===== src/rtl/mul_arbiter.sv =====
// mul_arbiter: shares one external pipelined 32x32 unsigned multiplier
// between N_REQ requesters. Round-robin grant, one issue per cycle, a
// requester-ID tracker that follows each op through the multiplier latency,
// and a credit-protected first-word-fall-through result FIFO so a product
// leaving the stall-free multiplier always has a slot to land in.
//
// Timing model: operands presented in cycle T are sampled from mul_r at the
// end of cycle T+MUL_LAT-1, so the first response is visible in T+MUL_LAT.
// The tracker stage that matches the issue cycle is the grant itself; the
// remaining MUL_LAT-1 stages are registers. MUL_LAT must be at least 2.
module mul_arbiter #(
    parameter int N_REQ      = 4,
    parameter int ID_W       = 2,
    parameter int MUL_LAT    = 2,
    parameter int FIFO_DEPTH = 4
) (
    input  logic                  clk,
    input  logic                  rst_n,
    input  logic [N_REQ-1:0]      req_valid,
    input  logic [N_REQ*32-1:0]   req_a,
    input  logic [N_REQ*32-1:0]   req_b,
    output logic [N_REQ-1:0]      req_ready,
    output logic [31:0]           mul_a,
    output logic [31:0]           mul_b,
    input  logic [63:0]           mul_r,
    output logic                  rsp_valid,
    input  logic                  rsp_ready,
    output logic [ID_W-1:0]       rsp_id,
    output logic [63:0]           rsp_data,
    output logic                  busy
);

    // Registered tracker stages (the issue cycle itself is stage 0).
    localparam int TRK_N = MUL_LAT - 1;
    localparam int PTR_W = (FIFO_DEPTH > 1) ? $clog2(FIFO_DEPTH) : 1;
    // Wide enough for fifo occupancy plus every op that can be in flight.
    localparam int CNT_W = $clog2(FIFO_DEPTH + MUL_LAT + 1);

    // ------------------------------------------------------------------
    // Arbitration state and signals
    // ------------------------------------------------------------------
    logic [ID_W-1:0]  r_ptr;
    logic             w_gnt_vld;
    logic [ID_W-1:0]  w_gnt_id;
    logic [ID_W:0]    w_scan_sum;
    logic [ID_W-1:0]  w_scan;
    logic             w_credit_ok;
    logic             w_issue;

    // ------------------------------------------------------------------
    // Tracker state
    // ------------------------------------------------------------------
    logic [TRK_N-1:0] r_trk_vld;
    logic [ID_W-1:0]  r_trk_id [TRK_N];
    logic [CNT_W-1:0] w_inflight;
    logic             w_push;
    logic [ID_W-1:0]  w_push_id;

    // ------------------------------------------------------------------
    // Result FIFO state
    // ------------------------------------------------------------------
    logic [63:0]      r_mem_data [FIFO_DEPTH];
    logic [ID_W-1:0]  r_mem_id   [FIFO_DEPTH];
    logic [PTR_W-1:0] r_wptr;
    logic [PTR_W-1:0] r_rptr;
    logic [CNT_W-1:0] r_count;
    logic             w_empty;
    logic             w_full;
    logic             w_pop;

    // Pointer advance with wrap at FIFO_DEPTH (also correct for depth 1).
    function automatic logic [PTR_W-1:0] ptr_inc(input logic [PTR_W-1:0] p);
        return (p == PTR_W'(FIFO_DEPTH - 1)) ? '0 : p + PTR_W'(1);
    endfunction

    // Round-robin scan: first valid requester at or above r_ptr, wrapping.
    always_comb begin
        // NOTE: every variable written here gets a default first, so no
        // path through the loop can leave it unassigned and infer a latch.
        w_gnt_vld  = 1'b0;
        w_gnt_id   = '0;
        w_scan_sum = '0;
        w_scan     = '0;
        for (int off = 0; off < N_REQ; off++) begin
            w_scan_sum = {1'b0, r_ptr} + (ID_W+1)'(off);
            if (w_scan_sum >= (ID_W+1)'(N_REQ)) begin
                w_scan_sum = w_scan_sum - (ID_W+1)'(N_REQ);
            end
            w_scan = w_scan_sum[ID_W-1:0];
            if (!w_gnt_vld && req_valid[w_scan]) begin
                w_gnt_vld = 1'b1;
                w_gnt_id  = w_scan;
            end
        end
    end

    // Count valid registered tracker stages (ops whose product is pending).
    always_comb begin
        w_inflight = '0;
        for (int k = 0; k < TRK_N; k++) begin
            w_inflight = w_inflight + CNT_W'(r_trk_vld[k]);
        end
    end

    // A same-cycle pop is deliberately ignored: credit only counts space
    // that is already free, which keeps this path off rsp_ready.
    assign w_credit_ok = (r_count + w_inflight) < CNT_W'(FIFO_DEPTH);
    assign w_issue     = w_gnt_vld && w_credit_ok;
    assign req_ready   = w_issue ? (N_REQ'(1) << w_gnt_id) : '0;

    // Steer the granted operands to the multiplier; zeros when idle.
    always_comb begin
        mul_a = '0;
        mul_b = '0;
        for (int i = 0; i < N_REQ; i++) begin
            if (w_issue && (w_gnt_id == ID_W'(i))) begin
                mul_a = req_a[i*32 +: 32];
                mul_b = req_b[i*32 +: 32];
            end
        end
    end

    // Advance the round-robin pointer past the requester just served.
    always_ff @(posedge clk or negedge rst_n) begin
        // NOTE: sequential state uses non-blocking assignments so every
        // register samples pre-edge values regardless of block ordering.
        if (!rst_n) begin
            r_ptr <= '0;
        end else if (w_issue) begin
            r_ptr <= (w_gnt_id == ID_W'(N_REQ - 1)) ? '0 : w_gnt_id + ID_W'(1);
        end
    end

    // Shift {valid, id} along with the multiplier pipeline every cycle.
    always_ff @(posedge clk or negedge rst_n) begin
        if (!rst_n) begin
            r_trk_vld <= '0;
            for (int k = 0; k < TRK_N; k++) begin
                r_trk_id[k] <= '0;
            end
        end else begin
            r_trk_vld[0] <= w_issue;
            r_trk_id[0]  <= w_gnt_id;
            for (int k = 1; k < TRK_N; k++) begin
                r_trk_vld[k] <= r_trk_vld[k-1];
                r_trk_id[k]  <= r_trk_id[k-1];
            end
        end
    end

    // The last tracker stage lines up with mul_r being stable.
    assign w_push    = r_trk_vld[TRK_N-1];
    assign w_push_id = r_trk_id[TRK_N-1];

    assign w_empty = (r_count == '0);
    assign w_full  = (r_count == CNT_W'(FIFO_DEPTH));
    assign w_pop   = !w_empty && rsp_ready;

    // Capture the product and its requester ID into the FIFO storage.
    always_ff @(posedge clk) begin
        // NOTE: storage is not reset; occupancy is tracked by r_count and the
        // outputs are forced to zero while empty, so stale words never leak.
        if (w_push) begin
            r_mem_data[r_wptr] <= mul_r;
            r_mem_id[r_wptr]   <= w_push_id;
        end
    end

    // FIFO pointers and occupancy; push and pop together leave count as is.
    always_ff @(posedge clk or negedge rst_n) begin
        if (!rst_n) begin
            r_wptr  <= '0;
            r_rptr  <= '0;
            r_count <= '0;
        end else begin
            if (w_push) begin
                r_wptr <= ptr_inc(r_wptr);
            end
            if (w_pop) begin
                r_rptr <= ptr_inc(r_rptr);
            end
            case ({w_push, w_pop})
                2'b10:   r_count <= r_count + CNT_W'(1);
                2'b01:   r_count <= r_count - CNT_W'(1);
                default: r_count <= r_count;
            endcase
        end
    end

    // First-word-fall-through view of the head entry.
    assign rsp_valid = !w_empty;
    assign rsp_id    = w_empty ? '0 : r_mem_id[r_rptr];
    assign rsp_data  = w_empty ? '0 : r_mem_data[r_rptr];
    assign busy      = (w_inflight != '0) || !w_empty;

    // The credit rule must make a push into a full FIFO without a pop impossible.
    a_no_overflow : assert property (
        @(posedge clk) disable iff (!rst_n) !(w_push && w_full && !w_pop)
    );

endmodule


===== config.mk =====
export PLATFORM = sky130hd
export DESIGN_NAME = mul_arbiter
export DESIGN_NICKNAME = d
export VERILOG_FILES = /design/src/rtl/mul_arbiter.sv
export SDC_FILE = /design/constraint.sdc
export NUM_CORES = 1
export LEC_CHECK = 0
export CAP_MARGIN = 10
export CORE_ASPECT_RATIO = 0.6
export CORE_MARGIN = 5
export CORE_UTILIZATION = 38
export DETAILED_ROUTE_END_ITERATION = 10
export HOLD_SLACK_MARGIN = 0.03
export PLACE_DENSITY = 0.78
export SYNTH_ARGS = -nofsm -noshare
export SYNTH_HDL_FRONTEND = slang
export SYNTH_SLANG_ARGS = --single-unit
export TNS_END_PERCENT = 5

===== constraint.sdc =====
create_clock -name clk -period 3.9 [get_ports clk]
set_input_delay 0.585 -clock clk [delete_from_list [all_inputs] [get_ports clk]]
set_output_delay 0.585 -clock clk [all_outputs]
set_load 0.02 [all_outputs]

==> qor.yml <==
synth:
  synth_cell_type_count: 39
  synth_area_um2: 12870
  synth-seq-cells: 276
  netlist_instances: 863
  yosysTopAreaCellShare_pct: 61.58
  synthTopCellsByArea: "edfxtp_1 62%, mux4_2 12%, a211o_1 4.4%, a221oi_1 4.4%, and2_1 3.6%"
  synth_nets: 1201
  synth_commonest_cells: "264 x edfxtp_1, 75 x inv_1, 74 x and2_1"
  ys_async_sr_fraction_pct: 4.348
  synth_most_common_cell: "edfxtp_1"
  yosysSeqAreaShare_pct: 63.91
  syn_area_per_cell_um2: 14.92
  synth_edf_count: 264
  synth_ff_type: "edfxtp_1"
  synth_top_area_cell: "edfxtp_1"
  yosys_warnings: 0
cts:
  cts_max_level: 1
  clk_latency_ps: 530
  clockRootBuffer: "clkbuf_16"
  cts_buffer_depth: 3
  cts_inserted_buffers: 24
  cts.sinks: 276
  cts-hold-fix-buffers: 0
  path_clk_slew_ps: 70
  cts_tree: "yes"
pwr:
  clkPwrFrac_pct: 16.1
  power.share.sequential_pct: 28.4
  power.density_nw_per_um2: 804.1
  switching_power_mw: 5.815
  total_power_mw: 15.26
  max-vdd-ir-drop_mv: 0.5264
  intPower_mw: 9.448
  leakagePower_nw: 6.839
  p_comb_share_pct: 55.4
  sw_frac_of_total_pct: 38.10
sta:
  min_period_ps: 3835
  fin_tns_setup_ps: 0
  min_period_over_period_pct: 98.33
  rsz0062_at_grt: "true"
  tightest_slew_ps: 1031
  fmax_ghz: 0.2608
  max-slew-margin-rel_pct: 31.27
  worst_clock_skew_ps: 18.10
  report.final.slew_viol_count: 0
  finalSetupViolCount: 0
  fin_ws_ps: 65.03
  hold_violations: 0
critical_path:
  slowest_stage: "clkdlybuf4s50_1"
  slowest_delay_ps: 530
  timing.rr.start: "r_count[0]"
  worstPathArrival_ps: 3250
  cpMostUsedCell: "buf_4"
  worstPathMaxFanout: 11
  rrSetupSlack_ps: 1580
  path_cells: "clkdlybuf4s50_1 > inv_2 > o221ai_2 > o21a_1 > or2_2 > buf_4 > ha_4 > buf_4 > a221oi_1 > a211o_1 > a21oi_1 > clkdlybuf4s15_1"
  reg2regPathDepth: 10
  r2r-end: "r_count[2]"
  crit_type: "in -> out"
  end_kind: "output port"
  cp_data_required_time_ps: 3310
  start_kind: "input port"
detailed_routing:
  first_iter_violations: 850
  viasPerCell: 5.206
  ant_nets: 0
  wl_per_cell_um: 22.37
  drt_first_pass_iters: 8
  drc: 0
  vias: 9413
  postRouteWirelength_um: 40440
global_route:
  gr-usage-all-layers_pct: 20.33
  grt_overflow_total: 0
  grt_pass1_vias: 9613
  grt_max_degree: 67
  grt_first_pass_wirelength_um: 58910
  antenna_found_initial: 5
floorplanning:
  die_y_um: 152.6
  io_pins: 463
  start_util_pct: 38.35
  core_area_um2: 33570
  die_area_um2: 37780
  num_rows: 52
  die_w_um: 247.6
layout:
  drive_gt1_share_pct: 17.01
  stdcell_area_um2: 18980
  utilization_pct: 56.54
  area_growth_pct: 47.44
  num-nets-final: 1666
placed_design:
  hpwl_um: 29010
  port_buffers: 462
  place_area_um2: 18230
  gp_congestion: 0.9442
  place_ws_ps: -408.7
worst_hold_path:
  hp-class: "in -> async"
outcome:
  status: "finished, final reports clean"
job:
  drv_cap: 0
## per-stage QoR
stage | cells | hold slack [ps]
3_5_place_dp | 1757 | 499.5
2_1_floorplan | 863 | 289.4
3_3_place_gp | 1757 | 484.7
6_report | 1808 | 408.8
5_1_grt | 1808 | 438.7
4_1_cts | 1804 | 404.0
## power groups by stage
stage / logic, mW / registers, mW / clock network, mW
3_5_place_dp: 8.65 / 4.40 / 0
4_1_cts: 8.44 / 4.34 / 2.52
6_report: 8.46 / 4.34 / 2.46
3_3_place_gp: 8.57 / 4.35 / 0
2_1_floorplan: 4.95 / 4.31 / 0
5_1_grt: 9.00 / 4.40 / 2.65
## registers in the layout, summed over array words and instances (netlist names)
signal / flops
r_ptr: 2
r_count: 3
r_trk_id: 2
r_wptr: 2
r_rptr: 2
r_trk_vld: 1
r_mem_id: 8
r_mem_data: 256
## cell families after synthesis
| group | Yosys count | share of synthesized area (%) |
|---|---|---|
| adders and majority gates | 11 | 1.127 |
| xor gates and xnor gates | 4 | 0.2722 |
| and+or+nand+nor | 154 | 6.084 |
| DFF | 276 | 63.91 |
| muxes | 69 | 11.80 |
| buffers and inverters | 147 | 5.034 |
| AOI/OAI and AO/OA | 202 | 11.77 |
## area by class of cell
class,instances,area (um^2)
clock inverter,18,216.5
clock buffer,26,608.1
multi-input combinational,440,4076
sequential,276,8233
fill,2708,14590
timing repair buffer,511,4984
inverter,75,281.5
tap,459,574.3
antenna,3,7.507
## layout by cell type, fill, tap and decap left out, drive strengths merged, types with 2 or more instances in the layout
master	synthesis	final
inv	75	76
and2	74	74
a221oi	64	64
a21o	2	2
mux4	66	66
bufinv	0	4
clkinvlp	0	2
o21ai	2	2
ha	10	10
nand2	66	66
buf	39	79
edfxtp	264	264
clkdlybuf4s50	0	398
dfrtp	12	12
nor2	5	5
xnor2	2	2
diode	0	3
or3	2	2
a211o	64	64
clkinv	0	11
or2	2	2
clkbuf	33	50
mux2	2	2
a21oi	64	64
dlygate4sd2	0	2
xor2	2	2
clkdlybuf4s15	0	8
## critical path: cells and delay by family
kind | cells | cell delay, ps
fa+ha+maj | 1 | 300
compound gates | 5 | 910
buf+inv | 5 | 1300
simple gates | 1 | 130
## worst max-delay path by stage
stage | startpoint | endpoint | cells after the start
2_1_floorplan | req_valid[0] | mul_a[26] | 11
3_3_place_gp | req_valid[1] | mul_a[28] | 13
3_5_place_dp | req_valid[0] | mul_a[26] | 13
4_1_cts | req_valid[0] | mul_b[4] | 13
5_1_grt | req_valid[0] | mul_b[27] | 14
6_report | req_valid[0] | mul_b[26] | 12
## per-layer routing
metal	global-route usage [%]	share of wire, %	vias up
met2	32.74	48	348
met3	5.540	8.3	73
met5	0	0.062	-
li1	-	-	4301
met4	4.910	2.1	4
met1	27.71	41	4687
## repair_timing
| action | CTS | global route |
|---|---|---|
| resized for setup | 144 | 87 |
| gates cloned | 1 | 1 |
| setup buffers | 2 | 0 |
| setup endpoints to repair | 62 | 64 |
| pin swaps | 0 | 1 |
No activity file was read; power rests on OpenSTA's default activity.
